## src/rtl/byte_cmd_initiator.sv

```systemverilog
// byte_cmd_initiator: issues command/address/data byte sequences to a responder with session hold and idle release.
module byte_cmd_initiator #(
    parameter int IDLE_TIMEOUT = 4
) (
    input  logic       clk,
    input  logic       rst_n,
    input  logic       req_valid,
    output logic       req_ready,
    input  logic [2:0] req_op,
    input  logic [7:0] req_addr,
    input  logic [7:0] req_data,
    output logic       cs,
    output logic [7:0] mosi,
    input  logic [7:0] miso,
    output logic       rsp_valid,
    output logic [7:0] rsp_data,
    output logic       err
);
    localparam logic [2:0] S_OFF  = 3'd0;
    localparam logic [2:0] S_CMD  = 3'd1;
    localparam logic [2:0] S_ADDR = 3'd2;
    localparam logic [2:0] S_DATA = 3'd3;
    localparam logic [2:0] S_HOLD = 3'd4;
    localparam logic [2:0] OP_READ    = 3'd0;
    localparam logic [2:0] OP_ENABLE  = 3'd2;
    localparam logic [2:0] OP_STREAM  = 3'd3;
    localparam logic [2:0] OP_DISABLE = 3'd4;
    localparam logic [7:0] TIMEOUT = 8'(IDLE_TIMEOUT);

    logic [2:0] state_q, state_d, op_q, op_d;
    logic [7:0] addr_q, addr_d, data_q, data_d, mosi_q, mosi_d;
    logic [7:0] idle_q, idle_d, rsp_data_q, rsp_data_d;
    logic       cs_q, cs_d, rsp_valid_q, rsp_valid_d, err_q, err_d;
    logic       cmd_only, last, acc, legal;
    logic [7:0] cmd;

    always_comb begin
        cmd_only    = (op_q == OP_ENABLE) || (op_q == OP_DISABLE);
        last        = (state_q == S_DATA) || (state_q == S_CMD && cmd_only);
        req_ready   = (state_q == S_OFF) || (state_q == S_HOLD) || last;
        acc         = req_valid && req_ready;
        legal       = req_op <= OP_DISABLE;
        cmd         = req_op == 3'd0 ? 8'h03 : req_op == 3'd1 ? 8'h02 :
                      req_op == 3'd2 ? 8'h81 : req_op == 3'd3 ? 8'h82 : 8'h83;
        state_d     = state_q;
        op_d        = op_q;
        addr_d      = addr_q;
        data_d      = data_q;
        mosi_d      = 8'h00;
        idle_d      = idle_q;
        rsp_valid_d = (state_q == S_DATA) && (op_q == OP_READ);
        rsp_data_d  = rsp_valid_d ? miso : rsp_data_q;
        err_d       = acc && !legal;
        // An illegal op is consumed but otherwise behaves like no request.
        if (acc && legal) begin
            state_d = S_CMD;
            op_d    = req_op;
            addr_d  = req_addr;
            data_d  = req_data;
            mosi_d  = cmd;
            idle_d  = 8'h00;
        end else begin
            case (state_q)
                S_CMD: begin
                    state_d = cmd_only ? S_HOLD : op_q == OP_STREAM ? S_DATA : S_ADDR;
                    mosi_d  = cmd_only ? 8'h00 : op_q == OP_STREAM ? data_q : addr_q;
                    idle_d  = 8'h00;
                end
                S_ADDR: begin
                    state_d = S_DATA;
                    mosi_d  = op_q == OP_READ ? 8'h00 : data_q;
                end
                S_DATA: begin
                    state_d = S_HOLD;
                    idle_d  = 8'h00;
                end
                S_HOLD: begin
                    state_d = (idle_q + 8'd1 == TIMEOUT) ? S_OFF : S_HOLD;
                    idle_d  = (idle_q + 8'd1 == TIMEOUT) ? 8'h00 : idle_q + 8'd1;
                end
                default: ;
            endcase
        end
        cs_d = state_d == S_OFF;
    end

    always_ff @(posedge clk or negedge rst_n) begin
        if (!rst_n) begin
            state_q     <= S_OFF;
            op_q        <= 3'd0;
            addr_q      <= 8'h00;
            data_q      <= 8'h00;
            mosi_q      <= 8'h00;
            idle_q      <= 8'h00;
            cs_q        <= 1'b1;
            rsp_valid_q <= 1'b0;
            rsp_data_q  <= 8'h00;
            err_q       <= 1'b0;
        end else begin
            state_q     <= state_d;
            op_q        <= op_d;
            addr_q      <= addr_d;
            data_q      <= data_d;
            mosi_q      <= mosi_d;
            idle_q      <= idle_d;
            cs_q        <= cs_d;
            rsp_valid_q <= rsp_valid_d;
            rsp_data_q  <= rsp_data_d;
            err_q       <= err_d;
        end
    end

    assign cs        = cs_q;
    assign mosi      = mosi_q;
    assign rsp_valid = rsp_valid_q;
    assign rsp_data  = rsp_data_q;
    assign err       = err_q;
endmodule

```

## config.mk

```make
export PLATFORM = sky130hd
export DESIGN_NAME = byte_cmd_initiator
export DESIGN_NICKNAME = d
export VERILOG_FILES = /design/src/rtl/byte_cmd_initiator.sv
export SDC_FILE = /design/constraint.sdc
export NUM_CORES = 1
export LEC_CHECK = 0
export CAP_MARGIN = 0
export CORE_MARGIN = 4
export CORE_UTILIZATION = 50
export DETAILED_ROUTE_END_ITERATION = 6
export HOLD_SLACK_MARGIN = 0.12
export PLACE_DENSITY = 0.79
export SETUP_SLACK_MARGIN = 0.5
export SLEW_MARGIN = 40
export SYNTH_ARGS = -nofsm -noshare
export SYNTH_HDL_FRONTEND = slang
export SYNTH_SLANG_ARGS = --single-unit
```

## constraint.sdc

```tcl
create_clock -name clk -period 2.35 [get_ports clk]
set_input_delay 0.235 -clock clk [delete_from_list [all_inputs] [get_ports clk]]
set_output_delay 0.235 -clock clk [all_outputs]
set_load 0.02 [all_outputs]
```

**After elaboration in Yosys (flattened, before gate mapping)**

Cells that the tools add are included.

- Latch bits: 0
- Register bits after elaboration: 49
- Output and inout port bits: 20
- RAM bits: 0
- Memories: 0
- Word-level logic and storage cells: 56
- Input port bits: 30
- Memory bits (read-only): 0

- Equality and inequality tests: 11
- Add/subtract/negate cells: 1
- Div/mod/pow operators: 0
- Reductions and logical operators: 16
- Shifts and indexed selects: 0
- Multipliers: 0
- Mux-type cells: 17
- Magnitude comparators: 1
- Bitwise operators: 0

Operator list:

| cell | count |
|---|---|
| 8-bit two-way mux | 8 |
| 8-bit case mux with 2 select lines | 2 |
| 3-bit by 2-bit equality test with 1-bit output, second input constant | 6 |
| 3-bit logical NOT | 4 |
| 3-bit case mux with 4 select lines | 1 |
| 3-bit two-way mux | 3 |
| 8-bit by 1-bit adder with 8-bit output, second input constant | 1 |
| 8-bit by 3-bit equality test with 1-bit output, second input constant | 1 |
| 3-bit by 1-bit equality test with 1-bit output, second input constant | 2 |
| 3-bit equality test, second input constant | 2 |
| 1-bit logical AND | 5 |
| 1-bit logical OR | 4 |
| 3-bit <= comparator, second input constant | 1 |
| 3-bit nonzero test | 1 |
| 1-bit two-way mux | 2 |
| 2-bit two-way mux | 1 |
| 2-bit OR reduction | 1 |
| 1-bit logical NOT | 1 |

**Depth between registers and ports, before layout**

Gate-level depths: netlist (run 1).

- Word-level depth: 9
- Mapped depth: 7
- Gate-level depth less buffers: 5

**Worst setup path before layout (run 1)**

No wires, ideal clock.

- Path kind: reg-to-reg
- Start point: reg state_q[2]
- End point: reg addr_q[0]
- Path buffers: 3
- Library setup time: 0.125 ns
- Period minus slack after synthesis: 1.753 ns
- Path slack: 0.597 ns
- Stages on the path, launching flop included: 8
- Data arrival time: 1.628 ns
- Required time: 2.225 ns
- Path through: dfrtp_1 -> clkbuf_2 -> nor2b_2 -> o21a_1 -> and3_1 -> buf_6 -> buf_12 -> mux2_4

- Cells in the longest elaborated chain, start to end: 6
- Elaborated cells on any way between the ends: 10
- Those cells by class: eq/ne: 3; reduce/logical: 7

RTL lines:

| what | RTL line | text |
|---|---|---|
| start, declared | 30 | `logic [2:0] state_q, state_d, op_q, op_d;` |
| start signal, assigned | 100 | `state_q <= state_d;` |
| 3-bit by 1-bit equality test with 1-bit output | 39 | `last = (state_q == S_DATA) \|\| (state_q == S_CMD && cmd_only);` |
| 1-bit logical AND | 39 |  |
| 1-bit logical OR | 39 |  |
| 1-bit logical OR * | 40 | `req_ready = (state_q == S_OFF) \|\| (state_q == S_HOLD) \|\| last;` |
| 1-bit logical AND * | 41 | `acc = req_valid && req_ready;` |
| 1-bit logical AND * | 55 | `if (acc && legal) begin` |
| end signal, assigned | 102 | `addr_q <= addr_d;` |
| end, declared | 31 | `logic [7:0] addr_q, addr_d, data_q, data_d, mosi_q, mosi_d;` |

Mark *: on every way between the ends. The rest lies on a longest branch, timed or not.
A chain may end at the register's enable or synchronous reset.

**Worst setup path in the final report (run 1)**

- Start point: reg op_q[2]
- End point: reg data_q[0]

- Cells in the longest elaborated chain, start to end: 7
- Elaborated cells on any way between the ends: 8
- Those cells by class: eq/ne: 2; reduce/logical: 6

RTL lines:

| what | RTL line | text |
|---|---|---|
| start, declared | 30 |  |
| start signal, assigned | 101 | `op_q <= op_d;` |
| 3-bit by 2-bit equality test with 1-bit output / 3-bit equality test (equally long branches) | 38 | `cmd_only = (op_q == OP_ENABLE) \|\| (op_q == OP_DISABLE);` |
| 1-bit logical OR * | 38 |  |
| 1-bit logical AND * | 39 |  |
| 1-bit logical OR * | 39 |  |
| 1-bit logical OR * | 40 |  |
| 1-bit logical AND * | 41 |  |
| 1-bit logical AND * | 55 |  |
| end signal, assigned | 103 | `data_q <= data_d;` |
| end, declared | 31 |  |

Marks and branches as above.

==> results.cfg, run 1 <==
[outcome]
status = complete, no violations

[die]
core_area_sq_um = 4380
die_y_um = 75.7
fp.dieW_um = 75.7
start_util_pct = 52.3
io_pins = 50
dieArea_sq_um = 5730
rows = 24

[global_routing]
gr-total-overflow = 0
grt_pass1_vias = 1580
antenna_found_initial = 0
grt_start_max_net_pins = 50
grt_usage_pct = 17.3
grt_pass1_wl_um = 7450

[sta]
rsz0062_at_grt = true
slew_headroom_pct = 59.5
tightest_slew_ns = 0.608
fmax_mhz = 556
final.setup.worst_slack_ns = 0.550
finalSetupViolCount = 0
hold_viol_final = 0
period_share_pct = 76.6
clock_skew_ns = 0.00523
drv_slew = 0
tns_ns = 0
fin_crit_ns = 1.80

[detailed_routing]
route.detailed.drc = 0
antenna_left = 0
via_count = 1670
drt-total-wl_um = 4900
wire_per_inst_um = 16.4
drtIter0Drc = 74
firstDrtPassIters = 4
viasPerCell = 5.60

[layout]
fillers = 336
antenna_cells = 0
final_common_cell = clkdlybuf4s50_1
multi_input_area_sq_um = 1010
register_area_sq_um = 1230
drive_gt1_share_pct = 24.4
nets = 276
most-common-layout-cells = 47 x clkdlybuf4s50_1, 44 x dfrtp_1, 16 x mux2_2
syn2layout_area_growth_pct = 31.5

[clock_network]
cts_tree = built
root_buffer = clkbuf_8
numCtsBuffers = 5
clockBufferDepth = 2
clock_latency_ns = 0.30
clk_pin_slew_ns = 0.09
cts_sinks = 49
htreeDepth = 2

[critical_path]
reg2reg_slack_ns = 0.55
worstPathArrival_ns = 1.99
rr_worst_depth = 5
worst_setup_path_end_kind = flip-flop
r2r-start = op_q[2]$_DFFE_PN0N_
crit_end = data_q[0]$_DFFE_PN0N_
worstReg2RegEnd = data_q[0]$_DFFE_PN0N_
worstSetupStartpoint = op_q[2]$_DFFE_PN0N_
cp-start-kind = flip-flop
worstSetupPathType = reg2reg
critPathRequiredTime_ns = 2.54
path_max_fanout = 10

[placement]
place.gp.congestion = 0.830
dp_hpwl_um = 3250
io_buffer_count = 49
pre_cts_ws_ns = 0.349

[yosys]
syn_avg_cell_area_sq_um = 12.3
syn_inst = 186
yosysSeqAreaShare_pct = 53.5
syn_nets = 217
yosys_warnings = 0
syn_area_sq_um = 2290
ys_ff_latch = 49
netlist-cell-type-count = 46

[power]
irDropWorstVdd_v = 0.000686
powerDensity_nw_per_um2 = 1280
leakage_nw = 1.31

[hold_path]
hold_class = reg2reg

[job]
maxCapViolations = 0
[layer usage]
layer,routed length [um],vias to the layer above,GRT usage (%),share of wire [%]
li1,-,800,-,-
met1,2060,819,23.8,42
met2,2560,47,27.5,52
met3,248,4,3.56,5.1
met4,26,0,5.24,0.53
met5,0,-,0,0
[metrics by stage]
step | util [%] | instance area (sq um) | power (mW) | std cells | hold slack [ns]
3_3_place_gp | 64.2 | 2820 | 3.05 | 285 | 0.370
4_1_cts | 67.8 | 2970 | 3.76 | 295 | 0.504
3_5_place_dp | 64.2 | 2820 | 3.08 | 285 | 0.374
6_report | 68.8 | 3020 | 3.85 | 298 | 0.507
5_1_grt | 68.8 | 3020 | 4.08 | 298 | 0.525
2_1_floorplan | - | 2290 | 2.54 | 186 | -0.0606
[area by class of cell]
cell class	count	share of cell area, %
Clock inverter	2	1.24
Clock buffer	6	2.74
Multi-Input combinational cell	124	33.6
Inverter	5	0.622
Tap cell	52	2.16
Timing Repair Buffer	60	18.8
Sequential cell	49	40.9
[how the worst min path moves through the flow]
stage / start / end / depth (start not counted)
floorplan: rst_n / addr_q[0]$_DFFE_PN0N_ / 0
global placement: rst_n / err$_DFF_PN0_ / 2
detailed placement: rst_n / mosi[1]$_DFF_PN0_ / 2
CTS: data_q[2]$_DFFE_PN0N_ / mosi[2]$_DFF_PN0_ / 1
global route: data_q[2]$_DFFE_PN0N_ / mosi[2]$_DFF_PN0_ / 1
finish: data_q[2]$_DFFE_PN0N_ / mosi[2]$_DFF_PN0_ / 1
[cells by family (layout without fill, tap and decap cells)]
| kind of cell | after synthesis | after routing | synth area share, % |
|---|---|---|---|
| AO/OA/AOI/OAI | 51 | 51 | 16.0 |
| flip-flops | 49 | 49 | 53.5 |
| AND/OR/NAND/NOR | 45 | 45 | 11.1 |
| multiplexers | 26 | 26 | 14.4 |
| buffers and inverters | 13 | 73 | 4.04 |
| adder cells (fa/ha/maj) | 1 | 1 | 0.545 |
| XOR/XNOR | 1 | 1 | 0.382 |
[report_power, final]
part           leakage, nW  total [mW]  switching, mW  internal [mW]
clock network       0.0574       0.626          0.280          0.346
registers            0.606        1.44          0.242           1.20
logic                0.644        1.78          0.844          0.939
[cell usage after synthesis, drive strengths merged]
master | n | area (sq um)
dfrtp | 48 | 1200
mux2 | 26 | 330
a21oi | 13 | 65.1
o21ai | 11 | 58.8
nor2 | 10 | 37.5
and2 | 6 | 37.5
a22o | 5 | 43.8
buf | 5 | 61.3
inv | 5 | 18.8
nand2 | 5 | 18.8
nand3 | 4 | 20.0
a211oi | 3 | 22.5
a31oi | 3 | 18.8
clkbuf | 3 | 12.5
nor2b | 3 | 21.3
or3 | 3 | 18.8
a211o | 2 | 17.5
a21o | 2 | 15.0
a221o | 2 | 20.0
and3 | 2 | 12.5
nand2b | 2 | 12.5
nand3b | 2 | 15.0
nor3 | 2 | 10.0
o21a | 2 | 15.0
o31ai | 2 | 15.0
a2111oi | 1 | 27.5
a311o | 1 | 10.0
and2b | 1 | 7.51
and4bb | 1 | 12.5
dfstp | 1 | 26.3
ha | 1 | 12.5
nand4b | 1 | 8.76
nor3b | 1 | 7.51
nor4 | 1 | 6.26
o211a | 1 | 10.0
o21bai | 1 | 7.51
o221a | 1 | 11.3
o311ai | 1 | 8.76
or3b | 1 | 8.76
xnor2 | 1 | 8.76
[worst max-delay path: stages, from the launching register on]
cell and delay (ns):
dfrtp_2 0.49, xnor2_4 0.18, o21ai_4 0.20, and3_1 0.24, buf_4 0.22, mux2_2 0.36
[repair_timing]
| action | CTS | global route |
|---|---|---|
| setup endpoints to repair | 20 | 20 |
| hold buffers | 1 | 0 |
| pin swaps | 0 | 1 |
| resized for setup | 7 | 9 |
| buffers inserted | 1 | 3 |
| hold endpoints to repair | 48 | 0 |
[flip-flops by register name (all words and copies together), names as in the netlist]
register	count
data_q	8
rsp_valid	1
addr_q	8
cs	1
err	1
idle_q	8
rsp_data	8
mosi	8
state_q	3
op_q	3
(Power assumes the default switching activity.)
==> run 2, diff against run 1 <==
Settings changed: CORE_UTILIZATION 50 to 45, PLACE_DENSITY 0.79 to 0.75.
Clock period 2.35 ns to 1.5 ns, I/O delays scaled along.
==> run 2 against run 1 <==
  * The flow now finishes with violations (setup timing)
  * Worst setup slack lost 0.74 ns
  * Combinational power grew to 2.5 times the previous value
  * Die area grew 9.9%
  * Non-clock buffer count grew 51
  * Clock power grew 31%
  * Flip-flop and latch count is the same
  * Core utilization grew 10 points
  * Sequential share of layout area shrank 8.6 points
  * Critical path type unchanged
==> results.cfg, run 2 (same netlist as run 1, synthesis figures left out) <==
[detailed_routing]
wl_met1_um = 2780
wire_per_inst_um = 18.9
wl_met2_um = 3660
drt-total-wl_um = 6870
route.detailed.drc = 0
antenna_left = 0
via_count = 1953
routed.top_layer = met4
viasPerCell = 5.37
met3_length_um = 302
drtIter0Drc = 116
firstDrtPassIters = 4

[critical_path]
rr_worst_depth = 5
reg2reg_slack_ns = -0.19
critPathRequiredTime_ns = 1.71
worstSetupPathType = reg2reg
worstReg2RegEnd = op_q[1]$_DFFE_PN0N_
worstPathArrival_ns = 1.90
cp-start-kind = flip-flop
path_max_fanout = 7
worst_setup_path_end_kind = flip-flop
r2r-start = state_q[0]$_DFF_PN0_

[sta]
final.setup.worst_slack_ns = -0.192
period_share_pct = 113
tns_ns = -5.01
finalSetupViolCount = 45
slew_headroom_pct = 76.6
clock_skew_ns = 0.0171
tightest_slew_ns = 0.351
drv_slew = 0
rsz0062_at_grt = true
fin_crit_ns = 1.69
hold_viol_final = 0
fmax_mhz = 591
whs_ns = 0.237

[placement]
place.gp.congestion = 0.903
dp_hpwl_um = 4150
io_buffer_count = 49

[layout]
final_common_cell = dfrtp_1
nets = 327
fillers = 286
multi_input_area_sq_um = 1260
most-common-layout-cells = 45 x dfrtp_1, 38 x buf_6, 36 x buf_4
drive_gt1_share_pct = 56.9
register_area_sq_um = 1230
syn2layout_area_growth_pct = 66.2
antenna_cells = 0

[clock_network]
cts_tree = built
numCtsBuffers = 5
clockBufferDepth = 2
htreeDepth = 2
clk_pin_slew_ns = 0.10
cts_sinks = 49
root_buffer = clkbuf_8
clock_latency_ns = 0.32

[outcome]
status = complete, but fails checks
violations = setup timing

[die]
rows = 25
dieArea_sq_um = 6300
die_y_um = 79.4
fp.dieW_um = 79.4
core_area_sq_um = 4820
io_pins = 50
start_util_pct = 47.6

[power]
irDropWorstVdd_v = 0.00106
leakage_nw = 1.70
powerDensity_nw_per_um2 = 1990

[global_routing]
grt_pass1_wl_um = 9380
grt_pass1_vias = 1906
grt_usage_pct = 19.2
antenna_found_initial = 0
grt_start_max_net_pins = 30
gr-total-overflow = 0

[job]
maxCapViolations = 0

[hold_path]
hold_class = in2async
==> run 2: cell types whose count changed in the layout (fill, tap and decap cells not counted), sizes merged <==
cell,previous run,this run
clkbuf,7,8
clkinvlp,1,2
bufinv,1,0
buf,11,80
clkdlybuf4s50,47,28
==> run 2: worst max-delay path by stage <==
stage               depth (start not counted)                    end  slack, ns                  from
floorplan                                   7  addr_q[0]$_DFFE_PN0N_      -0.19  state_q[2]$_DFF_PN0_
global placement                            5  data_q[2]$_DFFE_PN0N_      -0.22             req_op[0]
detailed placement                          5  data_q[4]$_DFFE_PN0N_      -0.28             req_op[0]
CTS                                         5  data_q[4]$_DFFE_PN0N_      -0.12   op_q[2]$_DFFE_PN0N_
global route                                5  addr_q[2]$_DFFE_PN0N_      -0.20  state_q[0]$_DFF_PN0_
finish                                      5    op_q[1]$_DFFE_PN0N_      -0.19  state_q[0]$_DFF_PN0_
==> run 2: worst max-delay path, cell delays in order (launching register included) <==
cell	delay (ns)
dfrtp_2	0.44
nor2b_4	0.18
o21a_1	0.22
and3_4	0.26
clkbuf_16	0.17
mux2_4	0.30
==> run 2: what timing repair did <==
action,in CTS,in global routing
setup endpoints to repair,69,69
hold endpoints to repair,48,0
cloned,1,1
resized for setup,135,54
setup buffers,5,8
hold buffers,1,0
pin swaps,12,15
==> run 2: final cells by class <==
cell class                      instances  share of cell area, %
Tap cell                               67                   2.20
Timing Repair Buffer                  111                   29.6
Multi-Input combinational cell        124                   33.1
Clock buffer                            6                   1.90
Inverter                                5                  0.492
Clock inverter                          2                  0.394
Sequential cell                        49                   32.3
==> run 2: layer usage <==
metal  up-vias  GRT usage (%)
li1        900              -
met1       973           26.3
met2        66           31.6
met3        14           2.82
met4         0           6.01
met5         -              0
==> run 2: where the power goes <==
| part | internal [mW] | total, mW | leakage [nW] | switching [mW] |
|---|---|---|---|---|
| Sequential | 1.88 | 2.33 | 0.607 | 0.446 |
| Combinational | 2.56 | 4.45 | 1.06 | 1.89 |
| Clock | 0.330 | 0.820 | 0.0374 | 0.490 |
| Total | 4.77 | 7.59 | 1.70 | 2.83 |
==> run 2: through the flow <==
stage	instances	setup slack [ns]	area [sq um]	util [%]	power, mW
after floorplan	186	-0.190	2450	-	4.23
after detailed placement	340	-0.283	3300	68.5	5.67
after CTS	355	-0.122	3540	73.5	6.81
final	364	-0.192	3810	79.1	7.59
after global routing	364	-0.196	3810	79.1	7.96
after global placement	340	-0.221	3300	68.5	5.57
